$ cat src/rtl/ascon_perm_core_if.sv
// ---------------------------------------------------------------------------
// ascon_perm_core_if
//   Start/done handshake and state bus between the permutation register file
//   (master) and the Ascon permutation core (slave).
//
//   start      master -> slave  request pulse, sampled on rising clk
//   rounds     master -> slave  round count a (values > 12 mean 12)
//   state_in   master -> slave  320-bit input state {x0,x1,x2,x3,x4}
//   state_out  slave -> master  permuted state, valid with done, then held
//   busy       slave -> master  rounds executing
//   done       slave -> master  one-cycle completion pulse
// ---------------------------------------------------------------------------
interface ascon_perm_core_if;
    logic         start;
    logic [3:0]   rounds;
    logic [319:0] state_in;
    logic [319:0] state_out;
    logic         busy;
    logic         done;

    modport master (
        output start,
        output rounds,
        output state_in,
        input  state_out,
        input  busy,
        input  done
    );

    modport slave (
        input  start,
        input  rounds,
        input  state_in,
        output state_out,
        output busy,
        output done
    );
endinterface

$ cat src/rtl/ascon_perm_core.sv
// ---------------------------------------------------------------------------
// ascon_perm_core
//   Iterative Ascon permutation p^a (a = 0..12) over the 320-bit state.
//   UNROLL rounds are evaluated per clock (1 or 2).
//
//   clk     system clock
//   resetn  asynchronous active-low reset
//   bus     ascon_perm_core_if.slave: start/rounds/state_in in,
//           state_out/busy/done out
//
//   state   | meaning
//   --------+-----------------------------------------------------------
//   IDLE    | waiting for start; state_out holds the last result
//   RUN     | applying rounds idx_q (and idx_q+1 when UNROLL=2)
//   DONE    | done pulse; a new start is accepted here without a gap
// ---------------------------------------------------------------------------
module ascon_perm_core #(
    parameter int UNROLL = 1
) (
    input  logic              clk,
    input  logic              resetn,
    ascon_perm_core_if.slave  bus
);

    generate
        if (UNROLL != 1 && UNROLL != 2) begin : g_bad_unroll
            $error("ascon_perm_core: UNROLL must be 1 or 2");
        end
    endgenerate

    localparam logic [1:0] ST_IDLE = 2'd0;
    localparam logic [1:0] ST_RUN  = 2'd1;
    localparam logic [1:0] ST_DONE = 2'd2;

    localparam logic [3:0] STEP     = 4'(UNROLL);
    localparam logic [3:0] LAST_IDX = 4'd11;

    function automatic logic [63:0] ror64(input logic [63:0] x, input int unsigned n);
        return (x >> n) | (x << (64 - n));
    endfunction

    // One full round pC -> pS -> pL with round-constant index i.
    function automatic logic [319:0] ascon_round(input logic [319:0] s, input logic [3:0] i);
        logic [63:0] x0, x1, x2, x3, x4;
        logic [63:0] t0, t1, t2, t3, t4;
        x0 = s[319:256];
        x1 = s[255:192];
        x2 = s[191:128];
        x3 = s[127:64];
        x4 = s[63:0];

        x2 = x2 ^ {56'd0, 4'(4'd15 - i), i};

        x0 = x0 ^ x4;
        x4 = x4 ^ x3;
        x2 = x2 ^ x1;
        t0 = ~x0 & x1;
        t1 = ~x1 & x2;
        t2 = ~x2 & x3;
        t3 = ~x3 & x4;
        t4 = ~x4 & x0;
        x0 = x0 ^ t1;
        x1 = x1 ^ t2;
        x2 = x2 ^ t3;
        x3 = x3 ^ t4;
        x4 = x4 ^ t0;
        x1 = x1 ^ x0;
        x0 = x0 ^ x4;
        x3 = x3 ^ x2;
        x2 = ~x2;

        x0 = x0 ^ ror64(x0, 19) ^ ror64(x0, 28);
        x1 = x1 ^ ror64(x1, 61) ^ ror64(x1, 39);
        x2 = x2 ^ ror64(x2, 1)  ^ ror64(x2, 6);
        x3 = x3 ^ ror64(x3, 10) ^ ror64(x3, 17);
        x4 = x4 ^ ror64(x4, 7)  ^ ror64(x4, 41);
        return {x0, x1, x2, x3, x4};
    endfunction

    logic [1:0]   fsm_q, fsm_d;
    logic [319:0] state_q, state_d;
    logic [3:0]   idx_q, idx_d;
    logic [319:0] out_q, out_d;

    logic [319:0] round1, round2, run_next;
    logic         last_step;
    logic         start_ok;
    logic [3:0]   rounds_eff;

    always_comb begin
        round1 = ascon_round(state_q, idx_q);
        round2 = ascon_round(round1, idx_q + 4'd1);
        // With two rounds per clock an odd count ends on a single round 11.
        if (UNROLL == 2) begin
            run_next  = (idx_q == LAST_IDX) ? round1 : round2;
            last_step = (idx_q >= 4'd10);
        end else begin
            run_next  = round1;
            last_step = (idx_q == LAST_IDX);
        end
    end

    assign rounds_eff = (bus.rounds > 4'd12) ? 4'd12 : bus.rounds;
    assign start_ok   = bus.start && (fsm_q != ST_RUN);

    always_comb begin
        fsm_d   = fsm_q;
        state_d = state_q;
        idx_d   = idx_q;
        out_d   = out_q;

        case (fsm_q)
            ST_RUN: begin
                state_d = run_next;
                idx_d   = idx_q + STEP;
                if (last_step) begin
                    fsm_d = ST_DONE;
                    out_d = run_next;
                end
            end
            ST_DONE: fsm_d = ST_IDLE;
            default: fsm_d = ST_IDLE;
        endcase

        // A start in DONE overrides the return to IDLE; out_q is only written
        // when the new operation itself reaches DONE, so the previous result
        // stays visible until then.
        if (start_ok) begin
            state_d = bus.state_in;
            idx_d   = 4'd12 - rounds_eff;
            if (rounds_eff == 4'd0) begin
                fsm_d = ST_DONE;
                out_d = bus.state_in;
            end else begin
                fsm_d = ST_RUN;
            end
        end
    end

    always_ff @(posedge clk or negedge resetn) begin
        if (!resetn) begin
            fsm_q   <= ST_IDLE;
            state_q <= '0;
            idx_q   <= '0;
            out_q   <= '0;
        end else begin
            fsm_q   <= fsm_d;
            state_q <= state_d;
            idx_q   <= idx_d;
            out_q   <= out_d;
        end
    end

    assign bus.state_out = out_q;
    assign bus.busy      = (fsm_q == ST_RUN);
    assign bus.done      = (fsm_q == ST_DONE);

endmodule
$ cat src/flat_wrapper.sv
// flat-port wrapper written by rule: the top's interface ports become plain ports
module ascon_perm_core_flat 
#(
    parameter int UNROLL = 1
)
  (clk, resetn, bus_start, bus_rounds, bus_state_in, bus_state_out, bus_busy, bus_done);
  ascon_perm_core_if bus_i ();
  input  logic clk;
  input  logic resetn;
  input wire logic [$bits(bus_i.start)-1:0] bus_start;
  input wire logic [$bits(bus_i.rounds)-1:0] bus_rounds;
  input wire logic [$bits(bus_i.state_in)-1:0] bus_state_in;
  output wire logic [$bits(bus_i.state_out)-1:0] bus_state_out;
  output wire logic [$bits(bus_i.busy)-1:0] bus_busy;
  output wire logic [$bits(bus_i.done)-1:0] bus_done;
  assign bus_i.start = bus_start;
  assign bus_i.rounds = bus_rounds;
  assign bus_i.state_in = bus_state_in;
  assign bus_state_out = bus_i.state_out;
  assign bus_busy = bus_i.busy;
  assign bus_done = bus_i.done;
  ascon_perm_core #(.UNROLL(UNROLL)) u_core (.clk(clk), .resetn(resetn), .bus(bus_i));
endmodule
$ cat config.mk
export PLATFORM = sky130hd
export DESIGN_NAME = ascon_perm_core_flat
export DESIGN_NICKNAME = d
export VERILOG_FILES = /design/src/rtl/ascon_perm_core_if.sv /design/src/rtl/ascon_perm_core.sv /design/src/flat_wrapper.sv
export SDC_FILE = /design/constraint.sdc
export NUM_CORES = 2
export LEC_CHECK = 0
export ABC_AREA = 1
export BUFFER_PORTS_ARGS = -buffer_cell sky130_fd_sc_hd__buf_4
export CAP_MARGIN = 20
export CELL_PAD_IN_SITES_DETAIL_PLACEMENT = 0
export CELL_PAD_IN_SITES_GLOBAL_PLACEMENT = 1
export CORE_MARGIN = 2
export CORE_UTILIZATION = 45
export CTS_CLUSTER_DIAMETER = 60
export DETAILED_ROUTE_END_ITERATION = 10
export PLACE_DENSITY_LB_ADDON = 0.1
export SLEW_MARGIN = 20
export SYNTH_ARGS = -nofsm -noshare
export SYNTH_HDL_FRONTEND = slang
export SYNTH_SLANG_ARGS = --single-unit
$ cat constraint.sdc
create_clock -name clk -period 5.5 [get_ports clk]
set_input_delay 0.275 -clock clk [delete_from_list [all_inputs] [get_ports clk]]
set_output_delay 0.275 -clock clk [all_outputs]
set_load 0.05 [all_outputs]
# --- Word-level counts from Yosys, hierarchy flattened ---
# Cells that the tools add are included.
totals:
  wordCells: 72
  in_bits: 327
  out_inout_bits: 322
  register_bits: 646
classes:
  mux: 13
  n_bitwise: 43
  eq_ne: 5
  n_reduce_logical: 3
  order_cmp: 1
  n_addsub: 3
op_table:
  columns: ["op", "n"]
  rows:
  - ["two-way mux 320 bit", 6]
  - ["bitwise XOR 64 bit", 21]
  - ["NOT 64 bit", 6]
  - ["bitwise AND 64 bit", 5]
  - ["bitwise OR 23 x 64 -> 64 bit", 1]
  - ["bitwise OR 25 x 64 -> 64 bit", 1]
  - ["bitwise OR 3 x 64 -> 64 bit", 1]
  - ["bitwise OR 36 x 64 -> 64 bit", 1]
  - ["bitwise OR 45 x 64 -> 64 bit", 1]
  - ["bitwise OR 47 x 64 -> 64 bit", 1]
  - ["bitwise OR 54 x 64 -> 64 bit", 1]
  - ["bitwise OR 57 x 64 -> 64 bit", 1]
  - ["bitwise OR 58 x 64 -> 64 bit", 1]
  - ["bitwise OR 63 x 64 -> 64 bit", 1]
  - ["bitwise XOR 64 x 8 -> 64 bit", 1]
  - ["two-way mux 4 bit", 3]
  - ["two-way mux 2 bit", 4]
  - ["subtractor 4 bit (first input constant)", 2]
  - ["adder 4 x 1 -> 4 bit (second input constant)", 1]
  - ["== test 4 bit (second input constant)", 1]
  - ["greater-than comparator 4 bit (second input constant)", 1]
  - ["zero test 4 bit", 1]
  - ["inequality test 3 x 1 -> 1 bit (second input constant)", 1]
  - ["== test 2 x 1 -> 1 bit (second input constant)", 1]
  - ["4 further kinds", 4]

# --- Depth between registers and ports, before layout ---
logic_depth:
  word_depth: 14
  depth_mapped: 16
  ltp_nobuf: 16

# --- Least setup slack after synthesis ---
# OpenSTA, ideal clock, no wires.
synth_path:
  kind: "register to register"
  from: "reg u_core.idx_q[2]"
  to: "reg u_core.out_q[66], in the netlist u_core.bus.state_out[66]"
  n_path_buf: 0
  synth_period_minus_slack_ns: 1.980
  arrival_ns: 1.862
  path_stages_with_launch: 13
  setup_time_ns: 0.118
  path_slack_ns: 3.520
  t_required_ns: 5.382
  cell_sequence: "dfrtp_1 inv_1 nand2_1 nand2_1 ha_1 xnor2_1 inv_1 xor2_1 nand2_1 nand2_1 nand2_1 nand3_1 nand2_1"
synth_via:
  elab_chain_cells: 10
  elab_cells_between_ends: 11
  classes_between: "1 x eq/ne; 4 x mux; 6 x bitwise"
synth_lines:
  columns: ["item", "line", "source"]
  rows:
  - ["start, declared", "ascon_perm_core.sv:82", "logic [3:0] idx_q, idx_d;"]
  - ["start signal, assigned", "ascon_perm_core.sv:149", "idx_q <= idx_d;"]
  - ["bitwise XOR 64 x 8 -> 64 bit", "ascon_perm_core.sv:52", "x2 = x2 ^ {56'd0, 4'(4'd15 - i), i};"]
  - ["bitwise XOR 64 bit", "ascon_perm_core.sv:56", "x2 = x2 ^ x1;"]
  - ["bitwise XOR 64 bit", "ascon_perm_core.sv:64", "x2 = x2 ^ t3;"]
  - ["bitwise XOR 64 bit", "ascon_perm_core.sv:69", "x3 = x3 ^ x2;"]
  - ["bitwise XOR 64 bit (2 in series)", "ascon_perm_core.sv:75", "x3 = x3 ^ ror64(x3, 10) ^ ror64(x3, 17);"]
  - ["two-way mux 320 bit (*)", "ascon_perm_core.sv:116", "if (last_step) begin"]
  - ["two-way mux 320 bit (*)", "ascon_perm_core.sv:112", "case (fsm_q)"]
  - ["two-way mux 320 bit", "ascon_perm_core.sv:131", "if (rounds_eff == 4'd0) begin"]
  - ["two-way mux 320 bit (*)", "ascon_perm_core.sv:128", "if (start_ok) begin"]
  - ["via u_core.out_d[66]", "ascon_perm_core.sv:83", "logic [319:0] out_q, out_d;"]
  - ["end signal, assigned", "ascon_perm_core.sv:150", "out_q <= out_d;"]
  - ["end, declared", "ascon_perm_core.sv:83", null]
# The timed path passes the listed nets; every way through them passes the cells marked *.
# A chain may end at the register's enable or synchronous reset.

# --- Worst setup path after layout ---
layout_path:
  from: "reg u_core.state_q[88]"
  to: "reg u_core.state_q[78]"
layout_via:
  elab_chain_cells: 10
  elab_cells_between_ends: 13
  classes_between: "2 x mux; 11 x bitwise"
layout_lines:
  columns: ["item", "line", "source"]
  rows:
  - ["start, declared", "ascon_perm_core.sv:81", "logic [319:0] state_q, state_d;"]
  - ["start signal, assigned", "ascon_perm_core.sv:148", "state_q <= state_d;"]
  - ["bitwise XOR 64 bit", "ascon_perm_core.sv:55", "x4 = x4 ^ x3;"]
  - ["NOT 64 bit", "ascon_perm_core.sv:61", "t4 = ~x4 & x0;"]
  - ["bitwise AND 64 bit", "ascon_perm_core.sv:61", null]
  - ["bitwise XOR 64 bit", "ascon_perm_core.sv:65", "x3 = x3 ^ t4;"]
  - ["bitwise XOR 64 bit (*)", "ascon_perm_core.sv:69", null]
  - ["bitwise OR 54 x 64 -> 64 bit (*)", "ascon_perm_core.sv:39", "return (x >> n) | (x << (64 - n));"]
  - ["bitwise XOR 64 bit (*) (2 in series)", "ascon_perm_core.sv:75", null]
  - ["two-way mux 320 bit (*)", "ascon_perm_core.sv:112", null]
  - ["two-way mux 320 bit (*)", "ascon_perm_core.sv:128", null]
# Mark *: on every way between the ends. The rest lies on a longest branch, timed or not. The select of a mux whose other input is x is not followed.

==> results by group <==
Worst setup path
  – R2r endpoint: u_core.state_q[78]
  – Critical path buffers and inverters: 2
  – CP dominant cell by count: nand2_1
  – Max incr delay on CP: 770 ps
  – Delay-heaviest family, CP: XOR/XNOR gates
  – Worst path required time: 6050 ps
  – Worst Reg2Reg Path Length in Cells: 10
  – CP max-delay cell: xnor2_2
  – FF-to-FF Start: u_core.state_q[88]
  – Setup crit start kind: flip-flop
  – CP Capture Type: flip-flop
  – Crit-path cells: inv_1 > ha_1 > xnor2_2 > inv_1 > xor2_1 > nand2_1 > nand3_1 > nand3_1 > nand2_1 > nand2_1
  – Crit path DAT: 4190 ps
  – R2r setup slk: 1860 ps
  – CP Max Fanout: 5
  – Kind of critical path: reg2reg

Global routing
  – Initial antenna violation count: 20
  – Met1 usage: 62.1%
  – Global-route wire length before repair: 422000 um
  – Most Used Layer, Global Route: met2
  – Vias in the first global route: 56292
  – Met2 usage: 72.3%
  – Pin count of the biggest net entering global routing: 187
  – Gr ovfl total: 0
  – GR Util All Layers: 51.8%
  – GR Util met3: 20.3%

STA
  – Final Max Tran Viols: 0
  – Final hold vios: 0
  – Unrepaired setup endpoints after global routing: false
  – Min Tclk post-route: 3640 ps
  – Maximum clock frequency: 0.275 GHz
  – Worst Skew: 37.5 ps
  – Worst slew pin tran: 1340 ps
  – Final setup vio count: 0
  – Worst rel slew slack: 10.5%
  – Final setup TNS: 0 ps
  – Fin crit share: 66.2%
  – Final worst-path setup slack: 1860 ps

Synth
  – Mean post-synth cell area: 6.40 um^2
  – Cell with the most instances after synthesis: nand2_1
  – Ranking of synthesized cells by area: dfrtp_1 (32%), nand2_1 (24%), nand3_1 (11%)
  – Number of distinct library cells after synthesis: 39
  – Mapped Cells: 7905
  – Cell Area, Synth: 0.0506 mm^2
  – Seq/Total Area, Yosys: 32.0%
  – Seq cells post-synth: 646
  – Yosys warns: 0
  – Most common flop cell mapped by yosys: dfrtp_1
  – Synth top area share: 32.0%
  – List of most frequent post-synthesis cells: nand2_1 (3216), nand3_1 (1154), inv_1 (843), dfrtp_1 (646), nor2_1 (374)
  – Post-synth EDFFs: 0
  – Post-Syn Nets: 8362
  – Area leader, netlist: dfrtp_1
  – Async set-reset flop share out of synthesis: 100%

Detailed routing
  – Drt first pass iters: 9
  – DR WL/cell: 29.8 um
  – # DRC: 0
  – Vias per cell: 5.98
  – Via count: 61958
  – Post-route ant nets: 0
  – First DRT Iteration DRCs: 9296
  – Routed WL: 309000 um

Clock network
  – Clk Latency, worst-skew pair: 730 ps
  – CTS buffer count: 94
  – CTS Buffer Depth: 3
  – CTS tree: built
  – Clock Pin Slew Worst Setup and Hold Paths: 60 ps
  – Clock Sinks: 646
  – Post-CTS Setup Bufs: 0
  – Clock root buffer: clkbuf_16
  – H-tree Lvls: 3

Floorplan
  – Die Ht: 339 um
  – Die X: 339 um
  – Initial Utilization: 45.5%
  – Placement row count: 122
  – I/O pins: 649
  – Core Box Area: 0.111 mm^2
  – DIE AREA: 0.115 mm^2

Final layout
  – Layout area overhead: 25.4%
  – Filler cell count: 10717
  – Util after Layout: 57.1%
  – Nets: 9232
  – Final Cell Area: 0.0634 mm^2
  – Share of cells above drive strength 1: 11.8%

Worst hold path
  – Worst Min Path Start: bus_state_in[66]
  – Worst Hold Class: in2reg
  – Hold-critical path depth: 5
  – Worst Hold Path EP: u_core.bus.state_out[66]

Outcome
  – Outcome: complete, no violations

Placement
  – # port buffers: 648
  – GP Congestion: 1.16
  – Pre-CTS WS: 2160 ps
  – HPWL after DPL: 246000 um
  – Post-DP Area: 0.0570 mm^2

Run
  – MaxCap Viol Count: 0
cell usage in the layout, fill, tap and decap left out, types with 5 or more instances in the layout:
cell type,count
nand2_1,3216
buf_12,16
a21oi_2,12
o21ai_0,307
a21boi_1,12
clkbuf_16,95
inv_8,10
clkinv_2,11
nand3_1,1154
inv_2,21
o21bai_1,40
nand2_2,25
xor2_2,8
xor2_1,249
bufinv_16,8
clkinv_4,10
clkbuf_1,7
xnor2_1,154
buf_4,708
xnor2_2,38
a21boi_2,17
or2_1,6
dlygate4sd3_1,310
inv_6,17
a21oi_1,35
nand4_1,90
nor2_1,372
diode_2,12
o21ai_2,13
o22ai_1,196
o211ai_1,5
o21ai_1,37
clkbuf_8,11
dfrtp_1,646
inv_1,842
ha_1,130
how the worst max path moves through the flow:
stage                   startpoint                  endpoint  slack (ps)  depth (start not counted)
2_1_floorplan      u_core.idx_q[2]  u_core.bus.state_out[66]        3520                         12
3_3_place_gp   u_core.state_q[216]        u_core.state_q[78]        2180                         10
3_5_place_dp    u_core.state_q[88]        u_core.state_q[78]        2160                         10
4_1_cts            u_core.fsm_q[1]                  bus_busy        2030                          6
5_1_grt            u_core.fsm_q[1]                  bus_busy        1940                          6
6_report        u_core.state_q[88]        u_core.state_q[78]        1860                         10
what timing repair did:
action                                  in CTS  in global routing
gates resized for setup                      0                  0
hold endpoints to repair                   603                  0
hold buffers                               310                  0
endpoints found under the setup margin       0                  0
area by class of cell:
class	count	area [um^2]	share of cell area (%)
repair buffers	1035	8750	13.8
clock inverters	63	748	1.18
diodes	12	30.0	0.0473
multi-input cells	6130	30000	47.3
clock buffers	113	2550	4.03
inverters	868	3280	5.18
flip-flops and latches	646	16200	25.5
well taps	1488	1860	2.94
worst register-to-register path: cells and delay by family, from the launching register on:
kind | cells | cell delay [ps]
xor gates and xnor gates | 2 | 1160
buffers and inverters | 2 | 310
adders and majority gates | 1 | 240
and+or+nand+nor | 5 | 1110
DFF | 1 | 660
flip-flops by register name, indices dropped and copies added (netlist names):
signal,cells
u_core.fsm_q,2
u_core.idx_q,4
u_core.state_q,320
u_core.bus.state_out,320
cell families after synthesis:
family / count (synthesis) / share of synthesized area (%)
buffers and inverters: 1129 / 8.73
and+or+nand+nor: 4872 / 39.7
DFF: 646 / 32.0
xor gates and xnor gates: 450 / 8.51
adders and majority gates: 130 / 3.22
AOI/OAI and AO/OA: 678 / 7.89
routing by layer:
| metal | up-vias | wire (um) | part of all wire [%] |
|---|---|---|---|
| met3 | 1134 | 45000 | 15 |
| li1 | 26953 | - | - |
| met1 | 29163 | 109000 | 35 |
| met2 | 4696 | 122000 | 39 |
| met4 | 12 | 32900 | 11 |
| met5 | - | 170 | 0.055 |
metrics by stage:
step           hold slack (ps)  std cells
2_1_floorplan            -20.6       7905
3_3_place_gp               396       9857
3_5_place_dp               392       9857
4_1_cts                   2.68      10343
5_1_grt                   45.7      10343
6_report                  9.77      10355
Power is left out: the tool's default activity adds up to more than one toggle a clock period on the data nets, which glitch-free logic cannot reach.
